<file path="src/rtl/ps2_host_tx.sv">
// rtl/ps2_host_tx.sv - PS/2 host-to-device byte transmitter (inhibit, start, 8 data, odd parity, stop, ack)
module ps2_host_tx #(
  parameter int INHIBIT_CYCLES = 5000,
  parameter int TIMEOUT_CYCLES = 1000000
) (
  input  logic       clk,
  input  logic       rst,
  input  logic       tx_valid,
  input  logic [7:0] tx_data,
  output logic       tx_ready,
  input  logic       ps2_clk,
  input  logic       ps2_data,
  output logic       ps2_clk_oe,
  output logic       ps2_data_oe,
  output logic       tx_done,
  output logic       tx_err
);

  localparam int MAX_CYCLES = (INHIBIT_CYCLES > TIMEOUT_CYCLES) ? INHIBIT_CYCLES : TIMEOUT_CYCLES;
  localparam int CW         = $clog2(MAX_CYCLES + 1);

  localparam logic [CW-1:0] INHIBIT_LAST = CW'(INHIBIT_CYCLES - 1);
  localparam logic [CW-1:0] TIMEOUT_LAST = CW'(TIMEOUT_CYCLES - 1);
  localparam logic [CW-1:0] CNT_MAX      = '1;

  localparam logic [2:0] ST_IDLE    = 3'd0;
  localparam logic [2:0] ST_INHIBIT = 3'd1;
  localparam logic [2:0] ST_REQ     = 3'd2;
  localparam logic [2:0] ST_SHIFT   = 3'd3;
  localparam logic [2:0] ST_ACK     = 3'd4;

  logic          clk_s1;
  logic          clk_s2;
  logic          clk_prev;
  logic          data_s1;
  logic          data_s2;
  logic          fall;

  logic [2:0]    state;
  logic [9:0]    frame;
  logic [3:0]    bit_idx;
  logic [CW-1:0] cnt;
  logic [CW-1:0] cnt_inc;

  // Idle-high reset values keep a released bus from looking like a falling edge.
  always_ff @(posedge clk or posedge rst) begin
    if (rst) begin
      clk_s1   <= 1'b1;
      clk_s2   <= 1'b1;
      clk_prev <= 1'b1;
      data_s1  <= 1'b1;
      data_s2  <= 1'b1;
    end else begin
      clk_s1   <= ps2_clk;
      clk_s2   <= clk_s1;
      clk_prev <= clk_s2;
      data_s1  <= ps2_data;
      data_s2  <= data_s1;
    end
  end

  assign fall    = clk_prev & ~clk_s2;
  assign cnt_inc = (cnt == CNT_MAX) ? cnt : cnt + 1'b1;

  always_ff @(posedge clk or posedge rst) begin
    if (rst) begin
      state       <= ST_IDLE;
      frame       <= '0;
      bit_idx     <= '0;
      cnt         <= '0;
      tx_ready    <= 1'b0;
      ps2_clk_oe  <= 1'b0;
      ps2_data_oe <= 1'b0;
      tx_done     <= 1'b0;
      tx_err      <= 1'b0;
    end else begin
      tx_done <= 1'b0;
      tx_err  <= 1'b0;
      case (state)
        ST_IDLE: begin
          ps2_clk_oe  <= 1'b0;
          ps2_data_oe <= 1'b0;
          // tx_ready is still low on the tx_done cycle, so it rises one cycle later.
          if (tx_valid && tx_ready) begin
            frame      <= {1'b1, ~^tx_data, tx_data};
            cnt        <= '0;
            bit_idx    <= '0;
            tx_ready   <= 1'b0;
            ps2_clk_oe <= 1'b1;
            state      <= ST_INHIBIT;
          end else begin
            tx_ready <= 1'b1;
          end
        end

        ST_INHIBIT: begin
          if (cnt == INHIBIT_LAST) begin
            ps2_data_oe <= 1'b1;
            state       <= ST_REQ;
          end else begin
            cnt <= cnt_inc;
          end
        end

        ST_REQ: begin
          ps2_clk_oe <= 1'b0;
          bit_idx    <= '0;
          cnt        <= '0;
          state      <= ST_SHIFT;
        end

        ST_SHIFT: begin
          if (fall) begin
            ps2_data_oe <= ~frame[bit_idx];
            cnt         <= '0;
            bit_idx     <= bit_idx + 1'b1;
            if (bit_idx == 4'd9) begin
              state <= ST_ACK;
            end
          end else if (cnt == TIMEOUT_LAST) begin
            ps2_clk_oe  <= 1'b0;
            ps2_data_oe <= 1'b0;
            tx_done     <= 1'b1;
            tx_err      <= 1'b1;
            cnt         <= '0;
            state       <= ST_IDLE;
          end else begin
            cnt <= cnt_inc;
          end
        end

        ST_ACK: begin
          if (fall) begin
            ps2_data_oe <= 1'b0;
            tx_done     <= 1'b1;
            tx_err      <= data_s2;
            cnt         <= '0;
            state       <= ST_IDLE;
          end else if (cnt == TIMEOUT_LAST) begin
            ps2_clk_oe  <= 1'b0;
            ps2_data_oe <= 1'b0;
            tx_done     <= 1'b1;
            tx_err      <= 1'b1;
            cnt         <= '0;
            state       <= ST_IDLE;
          end else begin
            cnt <= cnt_inc;
          end
        end

        default: begin
          ps2_clk_oe  <= 1'b0;
          ps2_data_oe <= 1'b0;
          tx_ready    <= 1'b0;
          state       <= ST_IDLE;
        end
      endcase
    end
  end

endmodule

</file>
<file path="config.mk">
export PLATFORM = sky130hd
export DESIGN_NAME = ps2_host_tx
export DESIGN_NICKNAME = d
export VERILOG_FILES = /design/src/rtl/ps2_host_tx.sv
export SDC_FILE = /design/constraint.sdc
export NUM_CORES = 1
export LEC_CHECK = 0
export ABC_AREA = 1
export ABC_CLOCK_PERIOD_IN_PS = 1900
export CAP_MARGIN = 0
export CORE_MARGIN = 3
export CORE_UTILIZATION = 25
export CTS_CLUSTER_SIZE = 8
export DETAILED_ROUTE_END_ITERATION = 10
export GPL_ROUTABILITY_DRIVEN = 1
export GPL_TIMING_DRIVEN = 0
export PLACE_DENSITY = 0.36
export SYNTH_ARGS = -nofsm -noshare
export SYNTH_HDL_FRONTEND = slang
export SYNTH_SLANG_ARGS = --single-unit
</file>
<file path="constraint.sdc">
create_clock -name clk -period 1.9 [get_ports clk]
set_input_delay 0.38 -clock clk [delete_from_list [all_inputs] [get_ports clk]]
set_output_delay 0.38 -clock clk [all_outputs]
set_load 0.05 [all_outputs]
</file>
==> run_results.csv, run 1 <==
group,metric,value,unit
setup_path,path_class,"reg -> out",
logic_synthesis,synthMuxAreaShare,1.11,%
timing,fmax,545,MHz
logic_synthesis,synthesis.nets,437,
timing,setup-violations-final,0,
logic_synthesis,synth_top_cell_area_share,34.7,%
timing,rsz0062_at_grt,"no",
logic_synthesis,synth-xor-area-share,5.49,%
logic_synthesis,synth_ff_type,"dfrtp_1",
finish,fin_util,31.5,%
logic_synthesis,synth-seq-area-share,39.0,%
setup_path,cpLargestDelayFamily,"buffers and inverters",
global_routing,overflow,0,
finish,syn_to_final_growth,20.6,%
global_routing,antenna_found_initial,0,
setup_path,cp_slowest_cell,"clkdlybuf4s50_1",
run,maxCapViolCount,0,
finish,antenna_cells,0,
power,power.leakage,1.71,nW
clocking,cts_buffers,5,
clocking,cts_sinks,47,
setup_path,arrival,1450,ps
clocking,clk_pin_slew,70,ps
worst_hold_path,hold_class,"reg -> reg",
floorplan,start_util,26.1,%
logic_synthesis,synth.most_common_cell,"nand2_1",
logic_synthesis,synth_edf_count,0,
route,drcViolationCount,0,
setup_path,end_kind,"primary output",
place,placed_area,0.00340,mm²
logic_synthesis,synth.avg_cell_area,7.20,µm²
global_routing,grt_pass1_wl,14.5,mm
route,drt-total-wl,8.60,mm
floorplan,ios,18,
floorplan,die_height,116,µm
clocking,htree_levels,2,
clocking,cts_tree,"done",
floorplan,die_width,116,µm
finish,finalInstanceArea,0.00365,mm²
setup_path,path_cells,"clkdlybuf4s50_1",
route,drtPass1Iterations,6,
timing,finalHoldViolCount,0,
timing,min_period,1830,ps
finish,fillers,1307,
place,dp_hpwl,6.57,mm
logic_synthesis,ys_ff_latch,47,
clocking,post_cts_buffers,0,
timing,slew_headroom,64.0,%
setup_path,crit_path_start_kind,"register",
route,wl_per_cell,14.6,µm
logic_synthesis,yosys-top-cells-area,"dfrtp_1 (35%), nand2_1 (16%), nand3_1 (8.3%), nor2_1 (5.9%), inv_1 (4.7%)",
logic_synthesis,yosysWarnings,0,
logic_synthesis,synthCells,421,
clocking,cts_root_buf,"clkbuf_16",
timing,skew,8.96,ps
route,via_count,2726,
logic_synthesis,synth_fa_ha_area_share,1.24,%
logic_synthesis,synth_compound_area_share,6.94,%
setup_path,path_buf_inv,1,
finish,fin_cells,590,
global_routing,grt_pass1_vias,2784,
finish,fin_nets,462,
logic_synthesis,synth_top_family_by_area,"simple AND/OR/NAND/NOR gates",
floorplan,rows,39,
power,power_density,1140,mW/mm²
route,vias_per_cell,4.62,
floorplan,die-area,0.0135,mm²
setup_path,cp.required,1520,ps
logic_synthesis,mappedNetlistArea,0.00303,mm²
logic_synthesis,synth-simple-area-share,38.2,%
logic_synthesis,ys_top_cells_by_count,"nand2_1 (129), nand3_1 (50), nor2_1 (48)",
floorplan,core-area,0.0116,mm²
setup_path,r2r_setup_slack,160,ps
status,outcome,"finished, final reports clean",
clocking,clock_latency,300,ps
global_routing,track_usage,14.0,%
timing,post-route-period-util,96.5,%
place,port_buffers,17,
power,vdd_drop_max,0.436,mV
place,place_inst,582,
setup_path,cpPeakStageDelay,810,ps
timing,drv_slew,0,
timing,worst_pin_slew,541,ps
logic_synthesis,ys_types,34,
route,ant_nets,0,
finish,layout-drive-gt1-share,16.1,%
place,finalWeightedCongestion,0.818,
global_routing,grt_max_degree,33,
logic_synthesis,ys_async_sr_fraction,100,%
route,drtIter0Drc,125,
setup_path,critPathMaxFanout,2,
logic_synthesis,synth_top_area_cell,"dfrtp_1",
clocking,cts_max_path_buffers,2,
clocking,cts.hold.buffers_added,0,
cell usage in the layout (no fill, tap or decap), types with 3 or more instances in the layout:
master / n
nand2_1: 129
nand3_1: 46
nor2_1: 42
dfrtp_1: 40
inv_1: 37
clkdlybuf4s50_1: 15
nor2_2: 13
xor2_1: 11
inv_2: 10
a21oi_1: 10
o21ai_0: 10
nand4_1: 9
xnor2_1: 8
nand3_2: 5
nand2_2: 5
dfstp_2: 5
clkbuf_16: 5
clkbuf_1: 4
buf_2: 4
nor3_1: 3
mux2_2: 3
o211ai_2: 3
o211ai_1: 3
per-layer routing:
| layer | vias to the layer above | global-route usage [%] | share of wire [%] |
|---|---|---|---|
| met5 | - | 0 | 0 |
| met4 | 0 | 4.18 | 1.6 |
| met3 | 9 | 2.54 | 4.2 |
| met2 | 47 | 24.7 | 49 |
| met1 | 1273 | 17.4 | 45 |
| li1 | 1397 | - | - |
state kept, by name (all words and copies together) (netlist names):
name and flops:
bit_idx 4, ps2_clk_oe 1, frame 10, clk_s1 1, ps2_data_oe 1, tx_err 1
cnt 20, clk_prev 1, tx_ready 1, data_s1 1, tx_done 1, clk_s2 1
data_s2 1, state 3
kinds of logic (layout without fill, tap and decap cells):
kind of cell | after synthesis | count (layout)
buf+inv | 58 | 84
compound gates | 31 | 31
xor+xnor | 19 | 19
flops | 47 | 47
fa+ha+maj | 3 | 3
simple gates | 260 | 260
mux | 3 | 3
power by group:
| part | switching, mW | total, mW | internal [mW] |
|---|---|---|---|
| Combinational | 1.15 | 1.70 | 0.553 |
| Sequential | 0.176 | 1.39 | 1.21 |
| Clock | 0.422 | 1.09 | 0.663 |
cell type report:
class	instances	area, µm²	share of cell area (%)
clock inverters	2	38.8	1.06
inverters	47	176	4.83
plain buffers	11	68.8	1.88
clock buffers	6	139	3.80
multi-input cells	316	1680	45.9
repair buffers	18	191	5.24
well taps	143	179	4.90
flip-flops and latches	47	1180	32.4
path summary, 6_finish.rpt:
| path | start | to | cells past startpoint |
|---|---|---|---|
| setup / recovery | ps2_clk_oe | ps2_clk_oe | 1 |
| hold / removal | clk_s1 | clk_s2 | 0 |
| setup reg to reg | state[1] | cnt[18] | 11 |
| hold reg to reg | clk_s1 | clk_s2 | 0 |
| max in group asynchronous | rst | data_s2 | 3 |
| min in group asynchronous | rst | ps2_clk_oe | 2 |
timing repair:
action,4_1_cts,5_1_grt
setup endpoints to repair,22,23
resized for setup,6,14
pin swaps,0,0
cloned,0,0
metrics by stage:
stage	TNS [ps]	total power, mW	worst slack, ps	hold slack [ps]
2_1_floorplan	0	2.58	385	345
3_3_place_gp	-36120	3.13	-791	347
3_5_place_dp	-1400	3.12	-185	347
4_1_cts	0	4.23	4.66	357
5_1_grt	0	4.52	1.08	361
6_report	0	4.17	66.6	356
Note: power is estimated with default switching activity, not from simulation.
==> run 2: changes to the inputs <==
--- a/config.mk
+++ b/config.mk
@@ -9,12 +9,13 @@
 export ABC_CLOCK_PERIOD_IN_PS = 1900
 export CAP_MARGIN = 0
 export CORE_MARGIN = 3
-export CORE_UTILIZATION = 25
+export CORE_UTILIZATION = 46
 export CTS_CLUSTER_SIZE = 8
 export DETAILED_ROUTE_END_ITERATION = 10
 export GPL_ROUTABILITY_DRIVEN = 1
 export GPL_TIMING_DRIVEN = 0
-export PLACE_DENSITY = 0.36
+export PLACE_DENSITY = 0.6
+export SETUP_SLACK_MARGIN = 0.2
 export SYNTH_ARGS = -nofsm -noshare
 export SYNTH_HDL_FRONTEND = slang
 export SYNTH_SLANG_ARGS = --single-unit
==> run 2 against run 1 <==
- critical path depth grew 8
- sequential share of layout area grew 0.20 points
- sequential power is essentially flat
- non-clock buffer count grew 13
- worst hold slack gained 5.8 ps
- sequential cell count is the same
- maximum frequency grew 10%
- first-iteration DRC count grew 8.8%
- critical endpoint is now ps2_clk_oe
==> run_results.csv, run 2 (same netlist as run 1, synthesis figures left out) <==
group,metric,value,unit
worst_hold_path,hold_path_startpoint,"clk_s1",
setup_path,path_cells,"ha_4, nand3_1, nor2_2, nand3_4, buf_4, nand2_1, nand3_1, nand2_1, nand2_1",
setup_path,crit_path_start_kind,"register",
clocking,cts_root_buf,"clkbuf_8",
status,outcome,"finished, final reports clean",
floorplan,ios,18,
setup_path,end_kind,"register",
timing,slew_headroom,67.6,%
setup_path,r2r_setup_slack,240,ps
clocking,htree_levels,2,
setup_path,r2r-start,"cnt[1]",
setup_path,path_class,"reg -> reg",
timing,rsz0062_at_grt,"yes",
finish,antenna_cells,0,
timing,fmax,602,MHz
power,power.leakage,1.76,nW
setup_path,path_buf_inv,1,
clocking,cts_buffers,5,
run,maxCapViolCount,0,
setup_path,worstReg2RegEnd,"ps2_clk_oe",
setup_path,arrival,1860,ps
place,port_buffers,17,
timing,drv_slew,0,
finish,layout_common_cells,"nand2_1 (127), nand3_1 (46), nor2_1 (41)",
timing,worst_pin_slew,488,ps
setup_path,crit_path_end,"ps2_clk_oe",
global_routing,overflow,0,
route,via_count,2832,
setup_path,crit_top_cell,"nand2_1",
global_routing,track_usage,21.7,%
power,power_density,1080,mW/mm²
clocking,cts_sinks,47,
finish,largest_reg_flops,20,
global_routing,antenna_found_initial,0,
finish,fin_nets,475,
setup_path,cpPeakStageDelay,420,ps
setup_path,worst_r2r_path_depth,9,
floorplan,rows,28,
route,vias_per_cell,5.29,
clocking,cts.hold.buffers_added,0,
finish,fin_util,59.5,%
clocking,cts_max_path_buffers,2,
global_routing,grt_max_degree,29,
place,placed_area,0.00331,mm²
worst_hold_path,hold_class,"reg -> reg",
finish,biggestRegsByFlops,"cnt (20), frame (10), bit_idx (4)",
power,vdd_drop_max,0.939,mV
setup_path,cp.depth,9,
route,drtPass1Iterations,6,
place,finalWeightedCongestion,0.955,
route,drcViolationCount,0,
finish,regMostFlops,"cnt",
clocking,cts_tree,"done",
floorplan,core-area,0.00613,mm²
floorplan,die_width,87.2,µm
route,wl_per_cell,14.2,µm
route,drtIter0Drc,136,
setup_path,cp.required,2100,ps
global_routing,grt_pass1_wl,13.0,mm
timing,skew,6.03,ps
clocking,clk_pin_slew,90,ps
global_routing,grt_pass1_vias,2733,
timing,finalHoldViolCount,0,
finish,layout-drive-gt1-share,21.1,%
place,dp_hpwl,5.39,mm
floorplan,start_util,49.4,%
timing,min_period,1660,ps
route,ant_nets,0,
clocking,clock_latency,300,ps
setup_path,critPathMaxFanout,6,
setup_path,cp_slowest_cell,"dfrtp_1",
finish,syn_to_final_growth,20.4,%
timing,setup-violations-final,0,
route,drt-total-wl,7.62,mm
floorplan,die-area,0.00760,mm²
timing,post-route-period-util,87.5,%
setup_path,startpoint,"cnt[1]",
setup_path,cpLargestDelayFamily,"simple AND/OR/NAND/NOR gates",
finish,final_common_cell,"nand2_1",
finish,finalInstanceArea,0.00365,mm²
floorplan,die_height,87.2,µm
run 2: cell types whose count changed in the layout (fill, tap and decap cells not counted), moves of 3 or more:
cell / change
clkdlybuf4s50_1: -3
clkbuf_16: -5
clkbuf_1: -3
clkbuf_8: +4
dlygate4sd2_1: +4
clkbuf_2: +4
buf_4: +12
dfrtp_2: +5
nor2_4: +6
nor2_2: -5
dfrtp_1: -5
run 2: layout make-up:
type                            count  area, µm²
Buffer                             11       70.1
Tap cell                           75       93.8
Inverter                           47        176
Clock buffer                        6       72.6
Clock inverter                      2       37.5
Multi-Input combinational cell    316       1720
Fill cell                         572       2480
Sequential cell                    47       1190
Timing Repair Buffer               31        285
run 2: per-stage QoR:
stage	instances	worst slack [ps]	setup TNS [ps]	hold slack (ps)	power, mW
4_1_cts	525	200	0	364	3.84
5_1_grt	535	113	0	368	4.28
6_report	535	238	0	362	3.95
2_1_floorplan	421	385	0	345	2.58
3_3_place_gp	513	-638	-27990	346	3.02
3_5_place_dp	514	-68.2	-291	351	3.04
run 2: routing by layer:
| layer | share of wire [%] | vias to the layer above | GRT usage, % |
|---|---|---|---|
| met5 | 0 | - | 0 |
| met4 | 3.2 | 0 | 10.0 |
| met3 | 3.6 | 20 | 3.97 |
| met2 | 50 | 65 | 36.2 |
| met1 | 43 | 1327 | 27.3 |
| li1 | - | 1420 | - |
run 2: worst min-delay path by stage:
stage	end	slack (ps)	depth (start not counted)
floorplan	clk_s2	350	0
global placement	data_s2	350	0
detailed placement	data_s2	350	0
CTS	data_s2	360	0
global route	clk_s2	370	0
finish	clk_s2	360	0
run 2: worst register-to-register path, stage by stage (launching register included):
cell     delay (ps)
dfrtp_1         420
ha_4            190
nand3_1         160
nor2_2          210
nand3_4         150
buf_4           180
nand2_1          50
nand3_1          80
nand2_1          70
nand2_1          40
run 2: report_power, final:
group	total, mW	internal, mW	leakage, nW	switching [mW]
Combinational	1.83	0.657	1.12	1.18
Sequential	1.38	1.21	0.586	0.168
Clock	0.736	0.393	0.0514	0.343
Total	3.95	2.26	1.76	1.69
run 2: repair_timing:
action	in CTS	in global routing
gates resized for setup	18	31
setup buffers	2	10
pin swaps	1	4
hold endpoints to repair	0	0
endpoints found under the setup margin	32	32
cloned	1	0
